## config.mk

```make
export PLATFORM = sky130hd
export DESIGN_NAME = siphash_sequencer
export DESIGN_NICKNAME = d
export VERILOG_FILES = /design/src/rtl/siphash_sequencer.sv
export SDC_FILE = /design/constraint.sdc
export NUM_CORES = 1
export LEC_CHECK = 0
export CAP_MARGIN = 20
export CORE_MARGIN = 2
export CORE_UTILIZATION = 30
export DETAILED_ROUTE_END_ITERATION = 8
export REMOVE_ABC_BUFFERS = 1
export SLEW_MARGIN = 10
export SYNTH_ARGS = -nofsm -noshare
export SYNTH_HDL_FRONTEND = slang
export SYNTH_SLANG_ARGS = --single-unit
```

## constraint.sdc

```tcl
create_clock -name clk -period 3.9 [get_ports clk]
set_input_delay 0.78 -clock clk [delete_from_list [all_inputs] [get_ports clk]]
set_output_delay 0.78 -clock clk [all_outputs]
set_load 0.1 [all_outputs]
```

## src/rtl/siphash_sequencer.sv

```systemverilog
// siphash_sequencer: drives one complete SipHash message through the siphash
// core command port (we/cmd/busy). It reloads the key at the start of every
// message, streams 64-bit words, appends the length/padding word, finalizes,
// and returns the core result as a one-cycle hash_valid pulse.
//
// Ports:
//   clk, rst_n             clock, asynchronous active-low reset
//   key_we, key            key load (idle only); key[63:0]=k0, key[127:64]=k1
//   start                  begin a message (idle and key loaded)
//   msg_data/valid/ready   64-bit little-endian message word stream
//   msg_last, msg_bytes    final word marker and its valid byte count (0..8)
//   busy                   message in progress
//   hash_valid, hash       one-cycle result pulse, hash held until the next one
//   core_we, core_cmd      command strobe and {opcode[3:0], data[63:0]}
//   core_busy, core_result core status and result
module siphash_sequencer #(
  parameter int unsigned LEN_W    = 8,
  parameter int unsigned FIN_WAIT = 4
) (
  input  logic         clk,
  input  logic         rst_n,
  input  logic         key_we,
  input  logic [127:0] key,
  input  logic         start,
  input  logic [63:0]  msg_data,
  input  logic         msg_valid,
  input  logic         msg_last,
  input  logic [3:0]   msg_bytes,
  output logic         msg_ready,
  output logic         busy,
  output logic         hash_valid,
  output logic [63:0]  hash,
  output logic         core_we,
  output logic [67:0]  core_cmd,
  input  logic         core_busy,
  input  logic [63:0]  core_result
);

  localparam int unsigned CNT_W     = (FIN_WAIT > 1) ? $clog2(FIN_WAIT) : 1;
  localparam int unsigned WAIT_LAST = (FIN_WAIT > 0) ? FIN_WAIT - 1 : 0;

  localparam logic [3:0] OP_KEY_LO = 4'h0;
  localparam logic [3:0] OP_KEY_HI = 4'h1;
  localparam logic [3:0] OP_CMP    = 4'h2;
  localparam logic [3:0] OP_FIN    = 4'h3;

  typedef enum logic [3:0] {
    S_IDLE, S_KEY0, S_KEY1, S_MSG, S_CMP, S_PAD, S_FIN, S_CHK, S_FWAIT, S_DONE
  } state_t;

  state_t             r_state, w_state_nxt;
  state_t             r_ret, w_ret_d;
  logic               r_chk_first, w_chk_first_d;
  logic [63:0]        r_k0, w_k0_d;
  logic [63:0]        r_k1, w_k1_d;
  logic               r_key_loaded, w_key_loaded_d;
  logic [LEN_W-1:0]   r_len, w_len_d;
  logic [63:0]        r_word, w_word_d;
  logic [63:0]        r_pad, w_pad_d;
  logic               r_pad_pending, w_pad_pending_d;
  logic [CNT_W-1:0]   r_wait_cnt, w_wait_cnt_d;
  logic               r_msg_ready, w_msg_ready_d;
  logic               r_busy, w_busy_d;
  logic               r_hash_valid, w_hash_valid_d;
  logic [63:0]        r_hash, w_hash_d;
  logic               r_core_we, w_core_we_d;
  logic [67:0]        r_core_cmd, w_core_cmd_d;

  // Message word datapath: effective byte count, new length, padding words.
  logic               w_accept;
  logic [3:0]         w_nbytes;
  logic [LEN_W-1:0]   w_len_new;
  logic [55:0]        w_mask;
  logic [63:0]        w_pad_short;
  logic [63:0]        w_pad_full;

  assign w_accept    = (r_state == S_MSG) && r_msg_ready && msg_valid;
  assign w_nbytes    = !msg_last ? 4'd8 : ((msg_bytes > 4'd8) ? 4'd8 : msg_bytes);
  assign w_len_new   = r_len + LEN_W'(w_nbytes);
  // Low-byte mask; only used for 0..7 valid bytes, so the top byte is never needed.
  assign w_mask      = 56'((64'h1 << {w_nbytes[2:0], 3'b000}) - 64'h1);
  assign w_pad_short = {8'(w_len_new), msg_data[55:0] & w_mask};
  assign w_pad_full  = {8'(w_len_new), 56'h0};

  // State register.
  always_ff @(posedge clk or negedge rst_n) begin
    if (!rst_n) r_state <= S_IDLE;
    else        r_state <= w_state_nxt;
  end

  // Next-state logic; command states advance only when the core is idle.
  always_comb begin
    w_state_nxt = r_state;
    case (r_state)
      S_IDLE:  if (start && !key_we && r_key_loaded) w_state_nxt = S_KEY0;
      S_KEY0, S_KEY1, S_CMP, S_PAD, S_FIN:
               if (!core_busy) w_state_nxt = S_CHK;
      S_MSG:   if (w_accept) w_state_nxt = (msg_last && (w_nbytes < 4'd8)) ? S_PAD : S_CMP;
      S_CHK:   if (!r_chk_first && !core_busy) w_state_nxt = r_ret;
      S_FWAIT: if (r_wait_cnt == CNT_W'(WAIT_LAST)) w_state_nxt = S_DONE;
      S_DONE:  w_state_nxt = S_IDLE;
      default: w_state_nxt = S_IDLE;
    endcase
  end

  // Output and datapath next values; every issue sets the CHK return target.
  always_comb begin
    w_ret_d         = r_ret;
    w_chk_first_d   = 1'b0;
    w_k0_d          = r_k0;
    w_k1_d          = r_k1;
    w_key_loaded_d  = r_key_loaded;
    w_len_d         = r_len;
    w_word_d        = r_word;
    w_pad_d         = r_pad;
    w_pad_pending_d = r_pad_pending;
    w_wait_cnt_d    = r_wait_cnt;
    w_hash_d        = r_hash;
    w_hash_valid_d  = 1'b0;
    w_core_we_d     = 1'b0;
    w_core_cmd_d    = r_core_cmd;
    w_msg_ready_d   = (w_state_nxt == S_MSG);
    w_busy_d        = (w_state_nxt != S_IDLE);
    case (r_state)
      S_IDLE: begin
        if (key_we) begin
          w_k0_d         = key[63:0];
          w_k1_d         = key[127:64];
          w_key_loaded_d = 1'b1;
        end else if (start && r_key_loaded) begin
          w_len_d         = '0;
          w_pad_pending_d = 1'b0;
        end
      end
      S_KEY0: if (!core_busy) begin
        w_core_we_d   = 1'b1;
        w_core_cmd_d  = {OP_KEY_LO, r_k0};
        w_ret_d       = S_KEY1;
        w_chk_first_d = 1'b1;
      end
      S_KEY1: if (!core_busy) begin
        w_core_we_d   = 1'b1;
        w_core_cmd_d  = {OP_KEY_HI, r_k1};
        w_ret_d       = S_MSG;
        w_chk_first_d = 1'b1;
      end
      S_MSG: if (w_accept) begin
        w_len_d = w_len_new;
        if (msg_last && (w_nbytes < 4'd8)) begin
          w_pad_d = w_pad_short;
        end else begin
          w_word_d = msg_data;
          if (msg_last) begin
            w_pad_pending_d = 1'b1;
            w_pad_d         = w_pad_full;
          end
        end
      end
      S_CMP: if (!core_busy) begin
        w_core_we_d   = 1'b1;
        w_core_cmd_d  = {OP_CMP, r_word};
        w_ret_d       = r_pad_pending ? S_PAD : S_MSG;
        w_chk_first_d = 1'b1;
      end
      S_PAD: if (!core_busy) begin
        w_core_we_d   = 1'b1;
        w_core_cmd_d  = {OP_CMP, r_pad};
        w_ret_d       = S_FIN;
        w_chk_first_d = 1'b1;
      end
      S_FIN: if (!core_busy) begin
        w_core_we_d   = 1'b1;
        w_core_cmd_d  = {OP_FIN, 64'h0};
        w_ret_d       = S_FWAIT;
        w_chk_first_d = 1'b1;
        w_wait_cnt_d  = '0;
      end
      S_FWAIT: w_wait_cnt_d = r_wait_cnt + CNT_W'(1);
      S_DONE: begin
        w_hash_d       = core_result;
        w_hash_valid_d = 1'b1;
      end
      default: ;
    endcase
  end

  // Datapath and registered outputs.
  always_ff @(posedge clk or negedge rst_n) begin
    if (!rst_n) begin
      r_ret         <= S_IDLE;
      r_chk_first   <= 1'b0;
      r_k0          <= '0;
      r_k1          <= '0;
      r_key_loaded  <= 1'b0;
      r_len         <= '0;
      r_word        <= '0;
      r_pad         <= '0;
      r_pad_pending <= 1'b0;
      r_wait_cnt    <= '0;
      r_msg_ready   <= 1'b0;
      r_busy        <= 1'b0;
      r_hash_valid  <= 1'b0;
      r_hash        <= '0;
      r_core_we     <= 1'b0;
      r_core_cmd    <= '0;
    end else begin
      r_ret         <= w_ret_d;
      r_chk_first   <= w_chk_first_d;
      r_k0          <= w_k0_d;
      r_k1          <= w_k1_d;
      r_key_loaded  <= w_key_loaded_d;
      r_len         <= w_len_d;
      r_word        <= w_word_d;
      r_pad         <= w_pad_d;
      r_pad_pending <= w_pad_pending_d;
      r_wait_cnt    <= w_wait_cnt_d;
      r_msg_ready   <= w_msg_ready_d;
      r_busy        <= w_busy_d;
      r_hash_valid  <= w_hash_valid_d;
      r_hash        <= w_hash_d;
      r_core_we     <= w_core_we_d;
      r_core_cmd    <= w_core_cmd_d;
    end
  end

  assign msg_ready  = r_msg_ready;
  assign busy       = r_busy;
  assign hash_valid = r_hash_valid;
  assign hash       = r_hash;
  assign core_we    = r_core_we;
  assign core_cmd   = r_core_cmd;

endmodule

```

## Yosys cells after proc, flatten, opt, wreduce, memory -nomap -nowiden

Index checks and enable logic that the tools add are counted.

| storage, ports and cells | value |
|---|---|
| flip-flop bits (word level) | 412 |
| input bits | 267 |
| output and inout bits | 136 |
| word-level logic and storage cells | 108 |

| operators by class | value |
|---|---|
| add/subtract/negate cells | 3 |
| magnitude comparators | 2 |
| equality and inequality tests | 21 |
| shift-type cells | 1 |
| mux-type cells | 39 |
| bitwise logic cells | 2 |
| reduce and logical (&&, ||, !) cells | 24 |

Operator list:

| operator | count |
|---|---|
| two-way mux 68 bit | 5 |
| one-hot mux 68 bit (5 select lines) | 1 |
| two-way mux 64 bit | 2 |
| bitwise AND 56 bit | 1 |
| << shifter 1 x 6 -> 56 bit, first input constant | 1 |
| subtractor 56 x 1 -> 56 bit, second input constant | 1 |
| two-way mux 4 bit | 12 |
| one-hot mux 4 bit (5 select lines) | 2 |
| two-way mux 8 bit | 3 |
| inequality test 2 bit, second input constant | 10 |
| equality test 4 x 3 -> 1 bit, second input constant | 4 |
| one-hot mux 8 bit (2 select lines) | 1 |
| equality test 4 x 2 -> 1 bit, second input constant | 3 |
| AND reduction 6 bit | 2 |
| two-way mux 1 bit | 9 |
| adder 8 x 4 -> 8 bit | 1 |
| equality test 4 bit, second input constant | 2 |
| logical AND 1 bit | 7 |
| AND reduction 3 bit | 2 |
| nonzero test 2 bit | 3 |
| nonzero test 5 bit | 1 |
| OR reduction 5 bit | 1 |
| equality test 4 x 1 -> 1 bit, second input constant | 1 |
| greater-than comparator 4 bit, second input constant | 1 |
| 13 further kinds | 16 |

## Logic depth before layout (Yosys ltp)

| depth | value |
|---|---|
| word-level depth | 9 |
| gate-level depth with buffers | 8 |
| mapped depth without buffers | 8 |

## Worst setup path after synthesis

No wires, ideal clock.

| timing path | value |
|---|---|
| path kind | input port to flip-flop |
| from | input port msg_last |
| to | register r_pad[62] |
| library setup time | 0.133 ns |
| arrival | 2.377 ns |
| required time | 3.767 ns |
| setup slack | 1.390 ns |
| stages | 8 |
| buffers on the path | 0 |
| cells stage by stage | nor2b_1 > and2_1 > ha_1 > fa_1 > a21o_1 > a32oi_1 > xor2_1 > o21ai_0 |

| on the way | value |
|---|---|
| word-level cells in the longest chain between the ends | 5 |
| elaborated cells between the ends (all ways) | 8 |
| classes of those cells | add/sub: 1; order compare: 1; mux: 3; reduce/logical: 3 |

RTL lines:

| element | line | RTL |
|---|---|---|
| start: declaration | 27 | `input logic msg_last,` |
| parallel branches: the longest is 5 deep, another holds adder 8 x 4 -> 8 bit | n/a |  |
| end signal: assignment | 214 | `r_pad <= w_pad_d;` |
| end: declaration | 59 | `logic [63:0] r_pad, w_pad_d;` |

Several ways; the timed one is not identified. The select of a mux whose other input is x is not followed.
A chain may end at the register's enable or synchronous reset.

## Worst setup path in the final report

| timing path | value |
|---|---|
| from | register r_core_we (netlist: core_we) |
| to | output port core_we |

RTL lines:

| element | line | RTL |
|---|---|---|
| start: declaration | 66 | `logic r_core_we, w_core_we_d;` |
| start signal: assignment | 221 | `r_core_we <= w_core_we_d;` |
| end: declaration | 33 | `output logic core_we,` |

No word-level cell between the ends.

==> key figures <==
GRT
  • Total overflow reported by the global router: 0
  • Antenna violations before repair: 6
  • Number of global-route vias before repair: 13,480
  • Global routing usage summed across all routing layers: 0.1754
  • Pin count of the biggest net entering global routing: 84
  • Wire length of the first global-routing pass: 78,280 um

Synth
  • EDFF count, synth: 0
  • Count of warnings emitted by yosys: 0
  • Synthesized flop and latch total: 410
  • Share of the yosys chip area belonging to registers: 0.6120
  • Avg Cell Area, Syn: 10.96 um2
  • Synth Cell Area: 16,760 um2
  • Fraction of synthesis flops using an asynchronous set or reset pin: 1.000
  • Cell variety after synth: 59
  • Cells after synthesis: 1,529
  • Main flop type after synthesis: sky130_fd_sc_hd__dfrtp_1

CTS
  • Post-CTS Setup Inserts: 0
  • Htree depth: 2
  • Post-cts repair resize count: 0
  • Worst-skew pair later-pin latency: 0.57 ns
  • Clk root buf: sky130_fd_sc_hd__clkbuf_16
  • Largest buffer count on any clock path: 3
  • CTS tree: built
  • Post-CTS Hold Fix Bufs: 0
  • Clock Sinks: 410
  • Total CTS buffers: 46
  • Clock-pin transition on the worst setup and hold timing paths: 0.06 ns

Timing
  • Final clock period utilization by the worst path: 0.7597
  • Highest attainable clock frequency: 0.3375 GHz
  • Transition at the pin with the smallest max-transition slack: 1.073 ns
  • Clock tree skew after final layout: 0.01035 ns
  • Max Transition Viols Final: 0
  • Final setup viols: 0
  • Worst Hold Slack: 0.2001 ns
  • Post-layout min period: 2.963 ns
  • Setup repair after global routing missed its margin: false
  • Final hold violation count: 0
  • Worst-case headroom to the max-slew limit: 0.2826
  • Minimum setup slack in the final design: 0.9372 ns

Drt
  • Number of design rule violations left after detail routing: 0
  • DRT Wirelength: 51,740 um
  • Detailed-router iteration count before antenna repair: 6
  • Routed vias: 13,210
  • Vias/cell: 4.918
  • Count of antenna-violating nets left after detailed routing: 0
  • DRC violation total after the first TritonRoute iteration: 1,086
  • Routed wire per std cell: 19.26 um

Die
  • Die height: 240.4 um
  • Number of rows in the core area: 86
  • Std-Cell Core Area: 55,200 um2
  • DIE WIDTH: 240.4 um
  • Initial Util: 0.3037
  • Die area: 57,780 um2
  • Boundary pin count: 403

Place
  • Worst slack at placement: 0.4995 ns
  • Number of buffers added on ports: 400
  • Half-perimeter wire length after detailed placement: 33,880 um
  • Routability cong.: 0.7997

Pwr
  • Final Power: 21,930 uW
  • Power density normalized to cell area: 947.8 nW/um2
  • VDD IR max: 0.0006172 V
  • Pleak: 0.01045 uW

Layout
  • # nets final: 2,173
  • Synthesis-to-finish area growth: 38.04%
  • Area taken by multi-input logic gates: 6058 um2
  • Final cell utilization of the core: 0.4192
  • Register area: 10,260 um2
  • Fraction of final layout cells sized beyond drive strength 1: 0.1322
  • Number of fill cells: 5,266

Setup path
  • Crit-path leading delay family: buffers and inverters
  • Critical setup path kind: reg2out
  • Required arrival time at the worst endpoint: 3.12 ns
  • Ordered list of cells on the worst path: clkdlybuf4s50_1
  • Slowest stage delay, CP: 1.17 ns
  • Startpoint class of the critical path: flop
  • Slowest library cell on the worst path: sky130_fd_sc_hd__clkdlybuf4s50_1
  • Maximum fanout count along the critical path: 5
  • Worst setup EP type: output port
  • Setup slack of the worst register-to-register path: 1.26 ns
  • Worst reg2reg path endpoint: r_word[18]$_DFFE_PN0P_
  • Worst Reg2Reg Path Length in Cells: 6
  • Critical register-to-register path startpoint: r_state[1]$_DFF_PN0_
  • Count of buffer and inverter cells on the critical path: 1
  • Critical path arrival: 2.18 ns

Job
  • Max-cap violations: 0

Min path
  • Tightest Hold Check Type: in2async

Outcome
  • Result of the run: finished clean
[state kept, by name, summed over array words and instances (netlist names), 4 cells and up]
name,count
hash,64
r_state,4
r_len,8
r_word,64
core_cmd,66
r_k0,64
r_k1,64
r_pad,64
r_ret,4
[cells in the final DEF (no fill, tap or decap), drive strengths merged, types with 3 or more instances in the layout]
cell type	instances
nor3	13
a21o	4
nand3	5
inv	8
a211oi	4
clkinv	17
a21oi	13
a222oi	64
and2	6
clkdlybuf4s50	397
dfrtp	410
o21ai	32
buf	32
nand2b	5
clkbuf	62
and3	3
a31oi	65
nand2	488
ha	5
mux2	133
nor2	77
clkinvlp	3
or4	3
a22o	44
[where the power goes]
group	internal [uW]	leakage, uW	switching [uW]
clock	2560	0.000762	1820
sequential	6130	0.00530	1150
combinational	2860	0.00439	7420
total	11600	0.0105	10400
[synthesized netlist by cell type, drive strengths merged, types with 2 or more instances]
cell	count	area, um2
nor2	77	296.5
or4	3	22.52
and2	6	37.54
dfrtp	410	10260
inv	7	26.28
nor3	13	80.08
nand3	5	25.02
a211o	2	17.52
nor4b	2	23.77
nand4b	2	17.52
a222oi	64	640.6
o2111ai	2	17.52
a21oi	13	65.06
a21o	4	30.03
mux2	133	1498
clkbuf	47	176.4
and4	2	17.52
and3	3	18.77
a31oi	65	406.6
a22o	44	385.4
nand2	488	1832
o2bb2ai	2	17.52
xnor2	2	17.52
o21ai	32	160.2
a211oi	4	30.03
or2	2	12.51
ha	5	62.56
buf	60	294.0
nand2b	5	31.28
a2111oi	2	36.29
a32oi	2	17.52
[cells by family (layout without fill, tap and decap cells)]
family / Yosys count / after routing / synth area share
AND/OR/NAND/NOR: 617 / 617 / 0.1488
AO/OA/AOI/OAI: 245 / 245 / 0.1135
buffers and inverters: 114 / 521 / 0.02963
flip-flops: 410 / 410 / 0.6120
multiplexers: 133 / 133 / 0.08934
adder cells (fa/ha/maj): 6 / 6 / 0.004926
XOR/XNOR: 3 / 3 / 0.001568
other: 1 / 3 / 0.0002237
[through the flow]
| step | cell area (um2) | std cells | TNS (ns) |
|---|---|---|---|
| floorplan | 16300 | 1423 | -176.93 |
| CTS | 23140 | 2685 | 0 |
| global placement | 21600 | 2600 | 0 |
| finish | 23140 | 2686 | 0 |
| detailed placement | 21600 | 2600 | 0 |
| global route | 23140 | 2685 | 0 |
[metal layers]
metal	vias up	share of wire	global-route usage	wire, um
met4	10	0.021	0.05101	1081
met3	76	0.084	0.05212	4337
met1	6579	0.42	0.2198	21770
met2	465	0.47	0.2923	24490
met5	-	0.0012	0	63
li1	6080	-	-	-
[worst register-to-register path, cell delays in order, from the launching register on]
cell and delay [ns]:
sky130_fd_sc_hd__dfrtp_1 0.76, sky130_fd_sc_hd__and4bb_2 0.44, sky130_fd_sc_hd__nand2_1 0.07, sky130_fd_sc_hd__buf_4 0.19
sky130_fd_sc_hd__nor2_4 0.12, sky130_fd_sc_hd__buf_4 0.50, sky130_fd_sc_hd__mux2_2 0.45
[final cells by class]
type	count	share of cell area
Multi-Input combinational cell	1006	0.2618
Clock inverter	23	0.008273
Timing Repair Buffer	429	0.1868
Inverter	7	0.001135
Clock buffer	62	0.05812
Tap cell	748	0.04044
Sequential cell	410	0.4434
Antenna cell	1	0.0001081
[worst max-delay path by stage]
stage	startpoint	end	slack [ns]	cells after the start
2_1_floorplan	r_state[0]$_DFF_PN0_	hash[0]$_DFFE_PN0P_	-2.01	3
3_3_place_gp	msg_bytes[3]	r_pad[63]$_DFFE_PN0P_	0.65	8
3_5_place_dp	msg_bytes[3]	r_pad[63]$_DFFE_PN0P_	0.50	8
4_1_cts	core_we$_DFF_PN0_	core_we	0.89	1
5_1_grt	core_we$_DFF_PN0_	core_we	0.87	1
6_report	core_we$_DFF_PN0_	core_we	0.94	1
Power figures use the tool's default switching activity.
